**src/rtl/ex_mem_skid.sv**
```systemverilog
// EX/MEM pipeline register built as a 2-entry skid buffer (head + skid) with flush.
// Optional branch resolution at the head entry is enabled by EXMEM_BRANCH_RESOLVE_EN.
module ex_mem_skid #(
    parameter int DATA_W = 32
) (
    input  logic              clk,
    input  logic              rst_n,
    input  logic              in_valid,
    output logic              in_ready,
    input  logic [DATA_W-1:0] alu_result_in,
    input  logic [DATA_W-1:0] store_data_in,
    input  logic [DATA_W-1:0] branch_target_in,
    input  logic              zero_in,
    input  logic [4:0]        wreg_in,
    input  logic [5:0]        ctrl_in,
    output logic              out_valid,
    input  logic              out_ready,
    output logic [DATA_W-1:0] alu_result_out,
    output logic [DATA_W-1:0] store_data_out,
    output logic [DATA_W-1:0] branch_target_out,
    output logic              zero_out,
    output logic [4:0]        wreg_out,
    output logic [5:0]        ctrl_out,
    input  logic              flush,
    output logic              pc_src_out,
    output logic [1:0]        occupancy
);

    // Payload packing: {alu, store, target, zero, wreg, ctrl}, ctrl in the low bits.
    localparam int PAY_W   = 3 * DATA_W + 12;
    localparam int WREG_LO = 6;
    localparam int ZERO_B  = 11;
    localparam int BT_LO   = 12;
    localparam int ST_LO   = BT_LO + DATA_W;
    localparam int ALU_LO  = ST_LO + DATA_W;

    typedef enum logic [1:0] {
        EMPTY = 2'd0,
        ONE   = 2'd1,
        FULL  = 2'd2
    } state_t;

    state_t             state_r;
    state_t             next_state_s;
    logic [PAY_W-1:0]   head_r;
    logic [PAY_W-1:0]   skid_r;
    logic [PAY_W-1:0]   in_pay_s;
    logic               load_head_s;
    logic               load_skid_s;
    logic               skid_to_head_s;
    logic               accept_s;
    logic               deliver_s;
    logic               in_ready_r;
    logic               out_valid_r;
    logic [1:0]         occupancy_r;

    assign in_pay_s  = {alu_result_in, store_data_in, branch_target_in,
                        zero_in, wreg_in, ctrl_in};
    assign accept_s  = in_valid && in_ready_r;
    assign deliver_s = out_valid_r && out_ready;

    // Next-state and storage-steering decode; flush wins over any transfer.
    always_comb begin
        next_state_s   = state_r;
        load_head_s    = 1'b0;
        load_skid_s    = 1'b0;
        skid_to_head_s = 1'b0;
        if (flush) begin
            next_state_s = EMPTY;
        end else begin
            case (state_r)
                EMPTY: begin
                    if (accept_s) begin
                        next_state_s = ONE;
                        load_head_s  = 1'b1;
                    end else begin
                        next_state_s = EMPTY;
                    end
                end
                ONE: begin
                    if (accept_s && deliver_s) begin
                        next_state_s = ONE;
                        load_head_s  = 1'b1;
                    end else if (accept_s) begin
                        next_state_s = FULL;
                        load_skid_s  = 1'b1;
                    end else if (deliver_s) begin
                        next_state_s = EMPTY;
                    end else begin
                        next_state_s = ONE;
                    end
                end
                FULL: begin
                    if (deliver_s) begin
                        next_state_s   = ONE;
                        skid_to_head_s = 1'b1;
                    end else begin
                        next_state_s = FULL;
                    end
                end
                default: begin
                    next_state_s = EMPTY;
                end
            endcase
        end
    end

    // State register plus status flags registered from the next state.
    always_ff @(posedge clk or negedge rst_n) begin
        if (!rst_n) begin
            state_r     <= EMPTY;
            in_ready_r  <= 1'b0;
            out_valid_r <= 1'b0;
            occupancy_r <= 2'd0;
        end else begin
            state_r     <= next_state_s;
            in_ready_r  <= (next_state_s != FULL);
            out_valid_r <= (next_state_s != EMPTY);
            case (next_state_s)
                EMPTY:   occupancy_r <= 2'd0;
                ONE:     occupancy_r <= 2'd1;
                FULL:    occupancy_r <= 2'd2;
                default: occupancy_r <= 2'd0;
            endcase
        end
    end

    // Head and skid entry storage.
    always_ff @(posedge clk or negedge rst_n) begin
        if (!rst_n) begin
            head_r <= {PAY_W{1'b0}};
            skid_r <= {PAY_W{1'b0}};
        end else begin
            if (load_head_s) begin
                head_r <= in_pay_s;
            end else if (skid_to_head_s) begin
                head_r <= skid_r;
            end else begin
                head_r <= head_r;
            end
            if (load_skid_s) begin
                skid_r <= in_pay_s;
            end else begin
                skid_r <= skid_r;
            end
        end
    end

    assign in_ready          = in_ready_r;
    assign out_valid         = out_valid_r;
    assign occupancy         = occupancy_r;
    assign alu_result_out    = head_r[ALU_LO +: DATA_W];
    assign store_data_out    = head_r[ST_LO +: DATA_W];
    assign branch_target_out = head_r[BT_LO +: DATA_W];
    assign zero_out          = head_r[ZERO_B];
    assign wreg_out          = head_r[WREG_LO +: 5];
    // Stale control bits after a flush must never look like a live instruction.
    assign ctrl_out          = out_valid_r ? head_r[5:0] : 6'd0;

`ifdef EXMEM_BRANCH_RESOLVE_EN
    assign pc_src_out = out_valid_r && (head_r[5] || (head_r[4] && head_r[ZERO_B]));
`else
    assign pc_src_out = 1'b0;
`endif

endmodule

```
**config.mk**
```make
export PLATFORM = sky130hd
export DESIGN_NAME = ex_mem_skid
export DESIGN_NICKNAME = d
export VERILOG_FILES = /design/src/rtl/ex_mem_skid.sv
export SDC_FILE = /design/constraint.sdc
export NUM_CORES = 1
export LEC_CHECK = 0
export CAP_MARGIN = 20
export CORE_MARGIN = 2
export CORE_UTILIZATION = 50
export DETAILED_ROUTE_END_ITERATION = 10
export DONT_BUFFER_PORTS = 1
export GPL_ROUTABILITY_DRIVEN = 0
export GPL_TIMING_DRIVEN = 1
export PLACE_DENSITY = 0.68
export SLEW_MARGIN = 20
export SYNTH_ARGS = -nofsm -noshare
export SYNTH_HDL_FRONTEND = slang
export SYNTH_SLANG_ARGS = --single-unit
```
**constraint.sdc**
```tcl
create_clock -name clk -period 1.8 [get_ports clk]
set_input_delay 0.45 -clock clk [delete_from_list [all_inputs] [get_ports clk]]
set_output_delay 0.45 -clock clk [all_outputs]
set_load 0.01 [all_outputs]
```
Word level (Yosys, flattened, before mapping):

Index checks and enable logic that the tools add are counted.

* equal/unequal tests: 5
* muxes and demuxes: 21
* reductions and logical operators: 6

Operator list (count)
* $mux W108: 2
* $mux W1: 11
* $mux W2: 4
* $mux W6: 1
* $pmux W2 S3: 1
* $eq A2 B1 Y1 const B: 2
* $eq A2 B2 Y1 const B: 2
* $pmux W2 S2: 1
* $reduce_bool A2 Y1: 2
* $logic_and A1 B1 Y1: 3
* $logic_not A2 Y1: 1
* $ne A2 B2 Y1 const B: 1
* $pmux W1 S2: 1

* logic and storage cells: 38
* register bits: 222
* output and inout port bits: 113
* input bits: 113

Logic depth before layout (Yosys ltp):

* depth in word-level cells: 8
* gate-level depth with buffers: 8
* gate-level depth less buffers: 6

Worst setup path after synthesis:

Ideal clock, no wire load.

* path type: flip-flop to flip-flop
* start: reg out_valid_r, in the netlist out_valid
* end: reg skid_r[100]
* data required time: 1675 ps
* data arrival time: 1748 ps
* setup time: 125 ps
* period minus slack after synthesis: 1873 ps
* path slack: -73 ps
* cell stages (with the launch flop): 9
* buffers on the path: 2
* path through: dfrtp_1 and2_1 inv_1 ha_1 nand3b_1 nor2_4 buf_4 buf_6 mux2_2

* longest elaborated chain between the ends: 5

Ends and longest elaborated chain
* from (decl): line 54 `logic out_valid_r;`
* from (signal assigned): line 118 `out_valid_r <= (next_state_s != EMPTY);`
* $logic_and A1 B1 Y1: line 60 `assign deliver_s = out_valid_r && out_ready;`
* $logic_and A1 B1 Y1: line 81 `if (accept_s && deliver_s) begin`
* $mux W1: line 81
* $mux W1: line 71 `case (state_r)`
* $mux W1: line 68 `if (flush) begin`
* to (signal assigned): line 132 `skid_r <= {PAY_W{1'b0}};`
* to (signal assigned): line 142 `skid_r <= in_pay_s;`
* to (signal assigned): line 144 `skid_r <= skid_r;`
* to (decl): line 46 `logic [PAY_W-1:0] skid_r;`

No other way between the ends.
A chain may end at the register's enable or synchronous reset.

Worst setup path after layout:

* start: reg out_valid_r, in the netlist out_valid
* end: reg skid_r[74]

Same word-level chain as after synthesis.

==> flow_summary.ini <==
[pwr]
comb_power_share_pct = 17.5
peakVddDrop_uv = 793
p_sw_mw = 4.50
p_sw_share_pct = 28.0
p_int_mw = 11.6
p_leak_nw = 4.40
p_per_area_mw_per_mm2 = 1370
power_mw = 16.0
pwr-share-seq_pct = 50.6
p_clk_share_pct = 31.9

[critical_path]
cpMaxStageDelayCell = dfrtp_2
cp.required_ps = 2190
critPathKind = reg -> reg
critical_path_arrival_ps = 2230
crit_path_frequent_cell = buf_12
start_kind = flip-flop
reg2regPathDepth = 8
r2r_slack_ps = -40
worstSetupStartpoint = out_valid
cp_num_buf_inv = 3
crit_path_cell_trace = and2_4 -> inv_2 -> ha_4 -> nand3b_1 -> nor2_4 -> buf_12 -> buf_12 -> mux2_2
crit_fanout = 21
reg2reg_to = skid_r[74]
r2r-start = out_valid
cp_slowest_stage_delay_ps = 400
crit_family = simple AND/OR/NAND/NOR gates
endpoint_kind = flip-flop

[synthesis]
muxShareOfSynthArea_pct = 11.2
ys_seq_area_share_pct = 51.1
synth_edf_count = 0
yosysWarnings = 0
ys_seq_elements = 222
synth_top_cell_by_area = dfrtp_1
synth_area_mm2 = 0.0109
yosys-top-cells-area = dfrtp_1, mux2_2, a211oi_1, buf_4, a31oi_1
synth-async-reset-ratio_pct = 100
synth_top_area_share_pct = 51.1
syn_nets = 1117
synth_xor_area_share_pct = 0
yosysUniqueCellTypes = 31
synth-main-ff-cell = dfrtp_1
synth_top_family_by_area = compound AO/OA/AOI/OAI gates
synth_cells = 1002
synth_simple_gate_area_share_pct = 6.36
synth_compound_area_share_pct = 19.0
synthAdderAreaFrac_pct = 0.230
syn_area_per_cell_um2 = 10.9
yosysMostFrequentCell = dfrtp_1

[cells_and_area]
nets = 985
final_layout_size_suffix_gt1_share_pct = 23.7
antenna_cells = 0
fin_cells = 1161
multi_input_area_mm2 = 0.00419
area_growth_pct = 7.35
fill_cells = 1756
seq_area_mm2 = 0.00556

[run]
drv_cap = 0

[floorplan]
row_count = 53
io_pins = 226
die-area_mm2 = 0.0229
die-width_um = 151
die_h_um = 151
core_area_mm2 = 0.0212
initial_core_util_pct = 51.4

[sta]
hold_viol_final = 222
fin_hold_ws_ps = -358
slew-limit-headroom_pct = 52.0
skew_ps = 8.16
period_share_pct = 102
setup_viol = 58
slew_viol_final = 0
worst_slack_ps = -37.6
rsz0062_at_grt = true
tightest_slew_ps = 720
min_period_ps = 1840
fmax_mhz = 544

[clock_network]
insertion_delay_ps = 510
htree_levels = 1
clkSinkCount = 222
cts_tree = done
cts_max_path_buffers = 3
cts-root-buf = clkbuf_16
cts_buffers = 24
clk_pin_slew_ps = 60

[global_route]
grt_pass1_wl_um = 43400
grt_max_degree = 223
antenna_found_initial = 0
grt_overflow = 0
grt_pass1_vias = 7851
track_usage_pct = 23.8

[placement]
io_buffer_count = 0
dpl_worst_slack_ps = -73.6
placedCellCount = 1112
dp_hpwl_um = 15900

[drt]
drtAntennaViolNets = 0
drt_iter0_drc = 399
vias_per_cell = 6.67
drcViolationCount = 0
avgRoutedWirePerCell_um = 24.5
first_pass_iters = 8
wirelength_um = 28400
vias = 7743

[worst_hold_path]
hold_path_class = in -> async

[status]
outcome = finished with violations
violations = hold timing, setup timing
-- timing repair --
item / in CTS / in global routing
hold endpoints to repair: 222 / 222
gates cloned: 0 / 3
pin swaps: 0 / 1
resized for setup: 2 / 47
setup endpoints to repair: 50 / 131
setup buffers: 0 / 4
-- placed cells by master (no fill, tap or decap), drive strengths merged, types with 2 or more instances in the layout --
cell,netlist,layout
a211oi,108,108
a21o,2,2
a31oi,108,108
and2,8,8
buf,147,46
bufinv,0,2
clkbuf,60,38
clkinv,0,6
dfrtp,222,222
ha,2,2
inv,3,2
mux2,108,108
nand2,3,3
nand3,108,108
nand3b,2,2
nor2,3,3
o21ai,108,108
-- area by class of cell --
class / count / share of cell area (%)
inverter: 3 / 0.107
timing repair buffer: 49 / 6.34
clock inverter: 7 / 0.729
clock buffer: 35 / 6.37
tap: 275 / 2.95
sequential: 222 / 47.6
multi-input combinational: 570 / 35.9
-- worst max-delay path by stage --
stage,end,cells after the start
floorplan,skid_r[100],8
global placement,skid_r[32],8
detailed placement,skid_r[24],8
CTS,skid_r[74],8
global route,skid_r[107],8
finish,skid_r[74],8
-- flip-flops by register name, indices dropped and copies added, names as in the netlist --
| name | flops |
|---|---|
| state_r | 2 |
| in_ready | 1 |
| head_r | 108 |
| skid_r | 108 |
| occupancy | 2 |
| out_valid | 1 |
-- metrics by stage --
stage	util, %	instance area, um^2	TNS, ps
2_1_floorplan	-	10900	0
3_3_place_gp	49.9	10600	-4070
5_1_grt	55.2	11700	-6940
6_report	55.2	11700	-1450
4_1_cts	53.8	11400	-692
3_5_place_dp	49.9	10600	-5370
-- metal layers --
metal | track usage, % | wire length [um] | vias up
li1 | - | - | 3364
met1 | 31.0 | 11200 | 4007
met2 | 38.6 | 13600 | 340
met3 | 7.75 | 3070 | 32
met4 | 5.79 | 524 | 0
met5 | 0 | 0 | -
-- worst register-to-register path, cell delays in order, from the launching register on --
cell      delay (ps)
dfrtp_2          400
and2_4           140
inv_2             60
ha_4             120
nand3b_1         130
nor2_4           180
buf_12           160
buf_12           180
mux2_2           370
-- power groups by stage --
| stage | clock [mW] | combinational [mW] | sequential, mW |
|---|---|---|---|
| detailed placement | 0 | 2.55 | 8.15 |
| CTS | 5.21 | 2.56 | 8.08 |
| floorplan | 0 | 3.31 | 7.44 |
| global route | 5.39 | 3.08 | 8.35 |
| global placement | 0 | 2.44 | 8.10 |
| finish | 5.11 | 2.81 | 8.12 |
-- logic make-up after synthesis --
family                     Yosys count
buffers and inverters              210
muxes                              108
and+or+nand+nor                    130
other                                1
DFF                                222
AOI/OAI and AO/OA                  329
adders and majority gates            2
Note: power is estimated with default switching activity, not from simulation.
